==> src/rtl/cnn_pkg.sv <==
// Shared CNN layer definitions: element width, default map dims, the
// layer FSM encoding and a signed max helper reused by later layers.
package cnn_pkg;
  localparam int CNN_DATA_W = 32;
  localparam int CNN_IN_DIM = 6;
  localparam int CNN_POOL   = 2;

  // Wide enough to hold any supported element width after sign extension
  localparam int MAX_W = 64;

  localparam logic [1:0] ST_IDLE = 2'd0;
  localparam logic [1:0] ST_SCAN = 2'd1;
  localparam logic [1:0] ST_DONE = 2'd2;

  function automatic logic signed [MAX_W-1:0] smax(
    input logic signed [MAX_W-1:0] a,
    input logic signed [MAX_W-1:0] b
  );
    return (a > b) ? a : b;
  endfunction
endpackage

==> src/rtl/pool_addr_gen.sv <==
// Window-major scan counters for the pooling layer: walks win_row, win_col,
// then in-window r, c, and emits the flat read index plus window markers.
module pool_addr_gen import cnn_pkg::*; #(
  parameter  int IN_DIM  = CNN_IN_DIM,
  parameter  int POOL    = CNN_POOL,
  localparam int OUT_DIM = IN_DIM / POOL,
  localparam int IDX_W   = (IN_DIM*IN_DIM > 1) ? $clog2(IN_DIM*IN_DIM) : 1,
  localparam int OIDX_W  = (OUT_DIM*OUT_DIM > 1) ? $clog2(OUT_DIM*OUT_DIM) : 1
) (
  input  logic              clk,
  input  logic              rst,
  input  logic              en_i,
  output logic [IDX_W-1:0]  rd_idx_o,
  output logic [OIDX_W-1:0] out_idx_o,
  output logic              first_in_win_o,
  output logic              last_in_win_o,
  output logic              last_elem_o
);
  localparam int CW = (POOL > 1) ? $clog2(POOL) : 1;
  localparam int WW = (OUT_DIM > 1) ? $clog2(OUT_DIM) : 1;

  logic [CW-1:0] c_q, c_d, r_q, r_d;
  logic [WW-1:0] wc_q, wc_d, wr_q, wr_d;
  logic          c_end, r_end, wc_end, wr_end;

  assign c_end  = (c_q  == CW'(POOL-1));
  assign r_end  = (r_q  == CW'(POOL-1));
  assign wc_end = (wc_q == WW'(OUT_DIM-1));
  assign wr_end = (wr_q == WW'(OUT_DIM-1));

  // Nested odometer; the final element wraps every counter back to 0
  always_comb begin
    c_d  = c_q;
    r_d  = r_q;
    wc_d = wc_q;
    wr_d = wr_q;
    if (en_i) begin
      c_d = c_end ? '0 : c_q + 1'b1;
      if (c_end) begin
        r_d = r_end ? '0 : r_q + 1'b1;
        if (r_end) begin
          wc_d = wc_end ? '0 : wc_q + 1'b1;
          if (wc_end) wr_d = wr_end ? '0 : wr_q + 1'b1;
        end
      end
    end
  end

  always_ff @(posedge clk or negedge rst) begin
    if (!rst) begin
      c_q  <= '0;
      r_q  <= '0;
      wc_q <= '0;
      wr_q <= '0;
    end else begin
      c_q  <= c_d;
      r_q  <= r_d;
      wc_q <= wc_d;
      wr_q <= wr_d;
    end
  end

  assign rd_idx_o  = IDX_W'((int'(wr_q)*POOL + int'(r_q))*IN_DIM + int'(wc_q)*POOL + int'(c_q));
  assign out_idx_o = OIDX_W'(int'(wr_q)*OUT_DIM + int'(wc_q));

  assign first_in_win_o = (r_q == '0) && (c_q == '0);
  assign last_in_win_o  = c_end && r_end;
  assign last_elem_o    = c_end && r_end && wc_end && wr_end;
endmodule

==> src/rtl/maxpool_engine.sv <==
// Layer-2 max-pool responder: one element per cycle, done pulse on completion.
// Define MAXPOOL_RELU_EN to clamp negative window maxima to 0 (fused ReLU).
module maxpool_engine import cnn_pkg::*; #(
  parameter  int DATA_W  = CNN_DATA_W,
  parameter  int IN_DIM  = CNN_IN_DIM,
  parameter  int POOL    = CNN_POOL,
  localparam int OUT_DIM = IN_DIM / POOL,
  localparam int IN_N    = IN_DIM * IN_DIM,
  localparam int OUT_N   = OUT_DIM * OUT_DIM
) (
  input  logic                  clk,
  input  logic                  rst,
  input  logic                  start,
  input  logic [DATA_W*IN_N-1:0]  input_fm,
  output logic                  busy,
  output logic                  done,
  output logic [DATA_W*OUT_N-1:0] output_fm
);
  localparam int IDX_W  = (IN_N  > 1) ? $clog2(IN_N)  : 1;
  localparam int OIDX_W = (OUT_N > 1) ? $clog2(OUT_N) : 1;

  logic [1:0]                    state_q, state_d;
  logic signed [DATA_W-1:0]      acc_q, acc_d;
  logic [OUT_N-1:0][DATA_W-1:0]  out_q, out_d;
  logic [IN_N-1:0][DATA_W-1:0]   in_arr;

  logic [IDX_W-1:0]         rd_idx;
  logic [OIDX_W-1:0]        out_idx;
  logic                     first_in_win, last_in_win, last_elem, scan;
  logic signed [DATA_W-1:0] elem, mx, win_val, wr_val;

  assign scan = (state_q == ST_SCAN);

  pool_addr_gen #(.IN_DIM(IN_DIM), .POOL(POOL)) u_addr (
    .clk           (clk),
    .rst           (rst),
    .en_i          (scan),
    .rd_idx_o      (rd_idx),
    .out_idx_o     (out_idx),
    .first_in_win_o(first_in_win),
    .last_in_win_o (last_in_win),
    .last_elem_o   (last_elem)
  );

  assign in_arr = input_fm;
  assign elem   = $signed(in_arr[rd_idx]);
  assign mx     = DATA_W'(smax(MAX_W'(acc_q), MAX_W'(elem)));
  // Window's first element stands alone; no -inf seed needed
  assign win_val = first_in_win ? elem : mx;

`ifdef MAXPOOL_RELU_EN
  assign wr_val = win_val[DATA_W-1] ? '0 : win_val;
`else
  assign wr_val = win_val;
`endif

  always_comb begin
    state_d = state_q;
    case (state_q)
      ST_IDLE: if (start) state_d = ST_SCAN;
      ST_SCAN: if (last_elem) state_d = ST_DONE;
      ST_DONE: state_d = ST_IDLE;
      default: state_d = ST_IDLE;
    endcase
  end

  always_comb begin
    acc_d = acc_q;
    out_d = out_q;
    if (scan) begin
      acc_d = win_val;
      if (last_in_win) out_d[out_idx] = wr_val;
    end
  end

  always_ff @(posedge clk or negedge rst) begin
    if (!rst) begin
      state_q <= ST_IDLE;
      acc_q   <= '0;
      out_q   <= '0;
    end else begin
      state_q <= state_d;
      acc_q   <= acc_d;
      out_q   <= out_d;
    end
  end

  assign busy      = (state_q == ST_SCAN) || (state_q == ST_DONE);
  assign done      = (state_q == ST_DONE);
  assign output_fm = out_q;
endmodule

==> config.mk <==
export PLATFORM = sky130hd
export DESIGN_NAME = maxpool_engine
export DESIGN_NICKNAME = d
export VERILOG_FILES = /design/src/rtl/cnn_pkg.sv /design/src/rtl/pool_addr_gen.sv /design/src/rtl/maxpool_engine.sv
export SDC_FILE = /design/constraint.sdc
export NUM_CORES = 1
export LEC_CHECK = 0
export ABC_AREA = 1
export CAP_MARGIN = 15
export CORE_AREA = 3 3 558 560
export CTS_CLUSTER_SIZE = 14
export DETAILED_ROUTE_END_ITERATION = 7
export DIE_AREA = 0 0 561 563
export GPL_TIMING_DRIVEN = 0
export PLACE_DENSITY = 0.3
export SLEW_MARGIN = 20
export SYNTH_ARGS = -nofsm -noshare
export SYNTH_HDL_FRONTEND = slang
export SYNTH_HIERARCHICAL = 1
export SYNTH_SLANG_ARGS = --single-unit
export TNS_END_PERCENT = 10
==> constraint.sdc <==
create_clock -name clk -period 4.2 [get_ports clk]
set_clock_uncertainty 0.2 [all_clocks]
set_input_delay 1.26 -clock clk [delete_from_list [all_inputs] [get_ports clk]]
set_output_delay 1.26 -clock clk [all_outputs]
set_load 0.03 [all_outputs]
==> results.cfg <==
[run_status]
status = finished, violations left
violations = setup timing

[cells_and_area]
multiInputGateArea_um2 = 18600
fin_area_um2 = 52700
regArea_um2 = 8210
final_common_cell = clkdlybuf4s50_1
layout_common_cells = clkdlybuf4s50_1 (1443), nand2_1 (1010), nor2_1 (774)
finalNonFillerCells = 10000
n_fill_cell = 35100
drive_gt1_share_pct = 15.9
nets = 7020
syn_to_final_growth_pct = 103

[routing]
wl_per_cell_um = 36.7
drtIter0Drc = 3094
drcViolationCount = 0
first_pass_iters = 5
via_count = 38700
drt_wl_total_um = 367000
via_per_inst = 3.86
drtAntennaViolNets = 0

[cts]
htreeDepth = 2
root_buffer = clkbuf_16
cts_hold_buffers = 0
insertion_delay_ns = 0.56
clock_path_buffers = 3
clk_pin_slew_ns = 0.06
numCtsBuffers = 38
cts_tree = done
cts.sinks = 328

[run]
drv_cap = 0

[synthesis]
yosys.area_share.simple_pct = 42.0
syn_inst = 4180
synth_top_family_by_area = simple AND/OR/NAND/NOR gates
synth_area_um2 = 26000
yosys.area.top_type_share_pct = 31.6
ys.warnings.count = 6
synth_mux_area_share_pct = 0
synth-adder-area-share_pct = 2.47
synthTopCellsByArea = dfrtp_1 (32%), nand2_1 (16%), nor2_1 (12%), nand3_1 (11%), o21ai_0 (6.4%)
syn_avg_cell_area_um2 = 6.22
synth_fp_nets = 5384
synth-seq-cells = 328
synth-xor-area-share_pct = 0.0337
yosysUniqueCellTypes = 31
synth_top_area_cell = dfrtp_1
synth_compound_area_share_pct = 15.9
synth_seq_area_share_pct = 31.6

[setup_path]
arrival_ns = 5.50
cp-start-kind = flip-flop
cp.required_ns = 4.44
critPathMaxFanout = 10
cp-end-kind = flip-flop
worstSetupPathType = reg -> reg

[die]
die-area_um2 = 316000
initial_core_util_pct = 8.48
num_rows = 203
dieWidth_um = 561
core_area_um2 = 306000
fp.dieH_um = 563
pin_count = 1445

[sta]
fmax_mhz = 190
setup_ws_ns = -1.06
rsz0062_at_grt = yes
slew_headroom_pct = 21.5
setup_violations = 320
report.final.hold_viol_count = 0
timing.final.crit_share_pct = 125
tightest_slew_ns = 1.17
drv_slew = 0
period_needed_ns = 5.26
tns_ns = -305.75

[worst_hold_path]
hold_class = reg -> reg

[place]
dpl.cell_count = 9732
dp_hpwl_um = 309000
detailedPlace.worstSlack_ns = -4.32
place_congestion = 0.946
io_buffers = 1444
post_dp_cell_area_um2 = 46000

[global_routing]
track_usage_pct = 22.1
antenna_found_initial = 210
grt_max_degree = 80
grt_pass1_vias = 38700
overflow = 0
grt_pass1_wl_um = 450000
-- worst paths after layout --
| kind | from | to | slack [ns] | depth (start not counted) |
|---|---|---|---|---|
| setup / recovery | u_addr/r_end$_DFFE_PN0P_ | output_fm[132]$_DFFE_PN0P_ | -1.06 | 25 |
| hold / removal | output_fm[250]$_DFFE_PN0P_ | output_fm[250]$_DFFE_PN0P_ | 0.28 | 2 |
| setup reg to reg | u_addr/r_end$_DFFE_PN0P_ | output_fm[132]$_DFFE_PN0P_ | -1.06 | 25 |
| hold reg to reg | output_fm[250]$_DFFE_PN0P_ | output_fm[250]$_DFFE_PN0P_ | 0.28 | 2 |
| max in group asynchronous | rst | output_fm[273]$_DFFE_PN0P_ | 1.86 | 4 |
| min in group asynchronous | rst | output_fm[233]$_DFFE_PN0P_ | 0.38 | 1 |
-- registers in the layout, summed over array words and instances, names as in the netlist --
| register | count |
|---|---|
| output_fm | 288 |
| u_addr/c_end | 1 |
| acc_q | 32 |
| u_addr/r_end | 1 |
| u_addr/wr_q | 2 |
| state_q | 2 |
| u_addr/wc_q | 2 |
-- synth_stat cells --
cell type  instances
buf_4             21
clkbuf_1         190
nor3_1             2
a21o_1             2
ha_1              45
inv_2             33
buf_2             42
nand2_2            2
clkinv_1           2
buf_1             25
nor2_4             1
o21ai_0          332
nor2_1           820
inv_1            106
fa_1               4
nor3b_1            1
nand4_2            6
buf_12             2
or2_2             31
xor2_1             1
o21ai_1          178
buf_8              2
nand2_4           32
nand4_1           30
o22ai_1           34
nand2_1         1127
buf_6             28
nand3_1          548
a21oi_1           77
dfrtp_1          328
o211ai_1         128
-- critical path, stage by stage, from the launching register on --
cell       delay (ns)
dfrtp_2          0.45
ha_4             0.26
fa_2             0.67
inv_4            0.07
clkbuf_16        0.19
clkbuf_4         0.22
o211ai_1         0.13
nand3_2          0.28
nand2_2          0.26
nand3_4          0.16
nand2_8          0.14
inv_4            0.07
ha_1             0.30
a21oi_2          0.16
o21ai_2          0.07
nand2_1          0.07
nand3_2          0.11
nor2_4           0.17
buf_6            0.12
nand3_4          0.12
nand3_4          0.17
buf_12           0.14
buf_16           0.19
nand2_8          0.14
nand3_1          0.11
nand2_1          0.06
-- per-stage QoR --
stage / hold WS [ns] / utilization (%)
floorplan: 0.249 / -
global placement: 0.264 / 14.9
detailed placement: 0.266 / 15.0
CTS: 0.283 / 16.7
global route: 0.302 / 17.2
finish: 0.275 / 17.2
-- cell type report --
type                       instances  area share [%]
timing repair buffer            1587            30.6
antenna                           62           0.294
sequential                       328            15.6
multi-input combinational       3410            35.3
clock buffer                      60            2.11
inverter                         141            1.20
clock inverter                     7           0.221
buffer                           310            5.03
tap                             4100            9.73
-- kinds of logic after synthesis --
family / Yosys count
adder cells (fa/ha/maj): 49
flip-flops: 328
XOR/XNOR: 1
AO/OA/AOI/OAI: 751
buffers and inverters: 451
AND/OR/NAND/NOR: 2600
-- repair_timing --
action	CTS	global route
setup endpoints to repair	320	320
resized for setup	688	270
buffers inserted	89	37
gates cloned	11	7
pin swaps	120	129
-- routing by layer --
| metal | global-route usage (%) | wire length, µm | vias to the layer above |
|---|---|---|---|
| li1 | - | - | 17200 |
| met1 | 25.2 | 142000 | 18900 |
| met2 | 39.7 | 183000 | 2057 |
| met3 | 6.63 | 30200 | 495 |
| met4 | 5.47 | 11300 | 48 |
| met5 | 0 | 325 | - |
Power is not shown: default switching activity piles up to over one toggle a cycle in this logic, so the estimate is an artifact.
